$ cat config.mk
export PLATFORM = sky130hd
export DESIGN_NAME = pixel_threshold_unit
export DESIGN_NICKNAME = d
export VERILOG_FILES = /design/src/rtl/pixel_threshold_unit.sv
export SDC_FILE = /design/constraint.sdc
export NUM_CORES = 1
export LEC_CHECK = 0
export ABC_AREA = 1
export CAP_MARGIN = 10
export CORE_ASPECT_RATIO = 1.5
export CORE_MARGIN = 4
export CORE_UTILIZATION = 53
export CTS_BUF_LIST = sky130_fd_sc_hd__clkbuf_8
export CTS_CLUSTER_DIAMETER = 200
export DETAILED_ROUTE_END_ITERATION = 8
export PLACE_DENSITY_LB_ADDON = 0.3
export SKIP_LAST_GASP = 1
export SYNTH_ARGS = -nofsm -noshare
export SYNTH_HDL_FRONTEND = slang
export SYNTH_SLANG_ARGS = --single-unit
export TNS_END_PERCENT = 30
$ cat constraint.sdc
create_clock -name clk -period 3.4 [get_ports clk]
set_clock_uncertainty 0.15 [all_clocks]
set_input_delay 0.51 -clock clk [delete_from_list [all_inputs] [get_ports clk]]
set_output_delay 0.51 -clock clk [all_outputs]
set_load 0.005 [all_outputs]
$ cat src/rtl/pixel_threshold_unit.sv
// Pixel threshold unit: fetches LANES-pixel words from image memory, compares
// each lane against a threshold latched at frame start, and streams one
// LANES-bit result per word through a 2-entry FIFO to the bit-packing stage.
// The per-lane ports are fixed at four lanes, so LANES must stay 4.
//
// Output stream handshake: a beat transfers on every rising clk edge where
// out_valid and out_ready are both 1. out_valid and pixel_out_* depend only on
// registered state (never on out_ready) and hold steady while out_ready is 0.
module pixel_threshold_unit #(
    parameter int PIXEL_W     = 8,
    parameter int LANES       = 4,
    parameter int FRAME_WORDS = 1024,
    parameter int ADDR_W      = 10
) (
    input  logic                     clk,
    input  logic                     reset,
    input  logic                     start,
    input  logic                     invert,
    input  logic [PIXEL_W-1:0]       threshold_0,
    input  logic [PIXEL_W-1:0]       threshold_1,
    input  logic [PIXEL_W-1:0]       threshold_2,
    input  logic [PIXEL_W-1:0]       threshold_3,
    output logic                     mem_rd_en,
    output logic [ADDR_W-1:0]        mem_addr,
    input  logic [LANES*PIXEL_W-1:0] mem_rd_data,
    output logic                     pixel_out_0,
    output logic                     pixel_out_1,
    output logic                     pixel_out_2,
    output logic                     pixel_out_3,
    output logic                     out_valid,
    input  logic                     out_ready,
    output logic                     busy,
    output logic                     done,
    output logic [1:0]               dbg_state
);

    localparam int CNT_W = $clog2(FRAME_WORDS + 1);

    typedef enum logic [1:0] {
        ST_IDLE = 2'd0,
        ST_RUN  = 2'd1,
        ST_DONE = 2'd2
    } state_t;

    state_t                          state_q, state_d;
    logic [LANES-1:0][PIXEL_W-1:0]   thr_q, thr_d;
    logic                            inv_q, inv_d;
    logic [CNT_W-1:0]                issued_q, issued_d;
    logic [CNT_W-1:0]                accepted_q, accepted_d;
    logic                            inflight_q, inflight_d;
    logic [1:0][LANES-1:0]           fifo_q, fifo_d;
    logic                            rd_ptr_q, rd_ptr_d;
    logic                            wr_ptr_q, wr_ptr_d;
    logic [1:0]                      count_q, count_d;

    logic [LANES-1:0][PIXEL_W-1:0]   thr_in;
    logic [LANES-1:0]                cmp_bits;
    logic [LANES-1:0]                head;
    logic                            push;
    logic                            pop;
    logic [2:0]                      occupancy;

    // Compare the returning word lane by lane and derive stream/issue controls.
    always_comb begin
        thr_in    = '0;
        thr_in[0] = threshold_0;
        thr_in[1] = threshold_1;
        thr_in[2] = threshold_2;
        thr_in[3] = threshold_3;
        cmp_bits  = '0;
        for (int k = 0; k < LANES; k++) begin
            cmp_bits[k] = (mem_rd_data[k*PIXEL_W +: PIXEL_W] > thr_q[k]) ^ inv_q;
        end
        out_valid = (count_q != 2'd0);
        pop       = out_valid & out_ready;
        push      = inflight_q;
        // Entries held plus the read still in flight, after this cycle's pop.
        occupancy = 3'(count_q) + 3'(inflight_q) - 3'(pop);
        mem_rd_en = (state_q == ST_RUN) &&
                    (issued_q < CNT_W'(FRAME_WORDS)) &&
                    (occupancy < 3'd2);
        mem_addr  = ADDR_W'(issued_q);
        head      = fifo_q[rd_ptr_q];
        pixel_out_0 = out_valid & head[0];
        pixel_out_1 = out_valid & head[1];
        pixel_out_2 = out_valid & head[2];
        pixel_out_3 = out_valid & head[3];
        busy      = (state_q == ST_RUN) || (state_q == ST_DONE);
        done      = (state_q == ST_DONE);
        dbg_state = state_q;
    end

    // Frame FSM next state plus counter, latch and FIFO updates.
    always_comb begin
        state_d    = state_q;
        thr_d      = thr_q;
        inv_d      = inv_q;
        issued_d   = issued_q + CNT_W'(mem_rd_en);
        accepted_d = accepted_q + CNT_W'(pop);
        inflight_d = mem_rd_en;
        fifo_d     = fifo_q;
        rd_ptr_d   = rd_ptr_q ^ pop;
        wr_ptr_d   = wr_ptr_q ^ push;
        count_d    = count_q + 2'(push) - 2'(pop);
        if (push) begin
            fifo_d[wr_ptr_q] = cmp_bits;
        end
        case (state_q)
            ST_IDLE: begin
                if (start) begin
                    thr_d      = thr_in;
                    inv_d      = invert;
                    issued_d   = '0;
                    accepted_d = '0;
                    state_d    = ST_RUN;
                end
            end
            ST_RUN: begin
                // Leave as the final pop happens so done lands the next cycle.
                if (accepted_d == CNT_W'(FRAME_WORDS)) begin
                    state_d = ST_DONE;
                end
            end
            ST_DONE: begin
                state_d = ST_IDLE;
            end
            default: begin
                state_d = ST_IDLE;
            end
        endcase
    end

    // State registers; reset aborts any frame and empties the FIFO.
    always_ff @(posedge clk or posedge reset) begin
        if (reset) begin
            state_q    <= ST_IDLE;
            thr_q      <= '0;
            inv_q      <= 1'b0;
            issued_q   <= '0;
            accepted_q <= '0;
            inflight_q <= 1'b0;
            fifo_q     <= '0;
            rd_ptr_q   <= 1'b0;
            wr_ptr_q   <= 1'b0;
            count_q    <= 2'd0;
        end else begin
            state_q    <= state_d;
            thr_q      <= thr_d;
            inv_q      <= inv_d;
            issued_q   <= issued_d;
            accepted_q <= accepted_d;
            inflight_q <= inflight_d;
            fifo_q     <= fifo_d;
            rd_ptr_q   <= rd_ptr_d;
            wr_ptr_q   <= wr_ptr_d;
            count_q    <= count_d;
        end
    end

endmodule

==> metrics.txt <==
status=complete, no violations; first-pass GRT wire length=15100 µm; Compound-Gate Fraction of Synth Area=0.0992; Seq cells post-synth=70; top-count cell post-synth=nand2_1; Total Nets Final=708; xor and xnor area share after synthesis=0.00649; Routed WL=8910 µm; post-synthesis simple-gate area fraction=0.228; mux contribution to synthesized area=0; vias in the first global route=3485; WL per Instance=12.7 µm; TritonCTS clock tree=done; worst path required time=2.74 ns; deepest clock path buffer count=2; Synth warnings=0; ANT nets after route=0; DP HPWL=7040 µm; top-level port count=89; post-synthesis sequential area ratio=0.433; vias=3484; Post-Syn Area=4050 µm²; TNS Setup=0 ns; Final Cycle Share=0.965; vias per inst=4.98; hold_buf cts=0; area taken by multi-input logic gates=1920 µm²; grt ovf=0; layout cells sized above 1=0.0933; Adder-Cell Fraction of Synth Area=0.138; critical path class=flip-flop to output pin; largest family of logic cells by synthesized area=simple AND/OR/NAND/NOR gates; Die Height=115 µm; Root Buffer=clkbuf_8; DRC=0; Post-synth EDFFs=0; First-pass DRT Iterations=4; most frequent cells after synthesis=134 x nand2_1, 71 x inv_1, 70 x dfrtp_1; CTS buffer count=9; crit path time final=3.28 ns; top cells by area, synth=dfrtp_1 43%, ha_1 13%, nand2_1 12%, inv_1 6.6%, o21ai_0 4.9%; Initial Util=0.553; endpoints failing setup=0; Max Cap Viol=0; Clk Latency, worst-skew pair=0.34 ns; CTS sink cnt=70; slew of the pin with the lowest slew margin=0.523 ns; Rel. slew slack=0.651; pwr dens=700 nW/µm²; crit end category=output pin; Rows=38; initial antenna violation count=0; WP data arrival=2.62 ns; most area-hungry cell type in the Yosys netlist=dfrtp_1; Worst Path Max Fanout=2; P&R area growth vs syn=31.3%; H-Tree Depth=3; Min-Delay Path Class=flip-flop to flip-flop; DIE AREA=9130 µm²; Die Span X=79.4 µm; clock slew at reported path FFs=0.07 ns; Ant. Diodes=0; Primary FF master, synth=dfrtp_1; CP startpoint kind=flip-flop; Leakage Power=2.57 nW; CORE AREA=7320 µm²; gpl congestion=0.864; Synth Net Count=611; GRT Util Overall=0.210; cells after synthesis=498; Final Hold Viols=0; Final Core Density=0.726; FF+latch area=1750 µm²; post-synthesis async set-or-reset flop share=1.00; Avg Cell Area, Syn=8.13 µm²; Netlist cell types=30; Worst VDD drop=0.396 mV; share of the synthesized area in the top cell type=0.433; Max Freq=305 MHz; fin. max-slew vios=0; initial drt markers=117; number of port buffers=88; maximum number of pins on one net before global-route repair=55; Fill cells=598
## sequential cells by signal, indices dropped and copies added, names as in the netlist
| signal | count |
|---|---|
| dbg_state | 2 |
| count_q | 2 |
| rd_ptr_q | 1 |
| fifo_q | 8 |
| issued_q | 11 |
| inflight_q | 1 |
| thr_q | 32 |
| inv_q | 1 |
| wr_ptr_q | 1 |
| accepted_q | 11 |
## critical path, stage by stage, from the launching register on
cell	delay [ns]
dfrtp_2	0.42
nor2_4	0.14
nor2_4	0.05
nand2_2	0.07
o21ai_1	0.07
ha_2	0.18
fa_1	0.50
nor3_2	0.23
buf_4	0.15
clkdlybuf4s50_1	0.49
## final timing paths
| kind | start | to | slack [ns] | depth (start not counted) |
|---|---|---|---|---|
| max | count_q[1]$_DFF_PP0_ | mem_rd_en | 0.12 | 9 |
| min | fifo_q[3]$_DFFE_PP0P_ | fifo_q[3]$_DFFE_PP0P_ | 0.33 | 2 |
| max reg2reg | count_q[1]$_DFF_PP0_ | issued_q[10]$_DFF_PP0_ | 0.33 | 16 |
| min reg2reg | fifo_q[3]$_DFFE_PP0P_ | fifo_q[3]$_DFFE_PP0P_ | 0.33 | 2 |
| max in group asynchronous | reset | thr_q[15]$_DFFE_PP0P_ | 1.97 | 3 |
| min in group asynchronous | reset | dbg_state[1]$_DFFE_PP0P_ | 0.38 | 2 |
## cells in the final DEF (no fill, tap or decap), types with 10 or more instances in the layout
cell type        netlist  routed
nand2_1              134     133
clkdlybuf4s50_1        0      87
inv_1                 71      69
dfrtp_1               70      69
ha_1                  43      42
o21ai_0               40      39
nor2_1                31      31
a21oi_1               28      28
nand3_1               21      21
buf_4                 10      16
clkbuf_8               0      10
## logic make-up after synthesis
kind of cell	after synthesis
fa+ha+maj	44
simple gates	211
flops	70
buf+inv	93
xor+xnor	3
compound gates	77
## layout make-up
cell class                 count  share of cell area
timing repair buffer         105               0.191
clock inverter                 6              0.0160
clock buffer                  10              0.0259
tap                          100              0.0235
inverter                      74              0.0523
multi-input combinational    335               0.361
sequential                    70               0.330
## per-stage QoR
step | instance area [µm²] | power, W | cells | setup slack, ns | hold WS [ns]
floorplan | 4050 | 0.00234 | 498 | 0.153 | 0.294
global placement | 5060 | 0.00285 | 680 | -0.274 | 0.311
detailed placement | 5060 | 0.00294 | 680 | -0.411 | 0.318
CTS | 5290 | 0.00372 | 697 | 0.0544 | 0.337
global route | 5320 | 0.00407 | 700 | -0.00910 | 0.362
finish | 5320 | 0.00372 | 700 | 0.119 | 0.335
## report_power, final
part | internal (W) | total [W] | switching (W)
Sequential | 0.00114 | 0.00131 | 0.000166
Clock | 0.000432 | 0.000744 | 0.000312
Combinational | 0.000755 | 0.00167 | 0.000914
Total | 0.00233 | 0.00372 | 0.00139
## timing repair
action / CTS / global route
cloned: 0 / 0
setup endpoints to repair: 3 / 2
pin swaps: 1 / 3
gates resized for setup: 2 / 7
buffers inserted: 1 / 3
## per-layer routing
metal,routed length (µm),vias up,track usage
met5,0,-,0
met4,104,0,0.0722
met3,385,8,0.0368
met2,4980,81,0.383
met1,3440,1620,0.246
li1,-,1775,-
No activity file was read; power rests on OpenSTA's default activity.
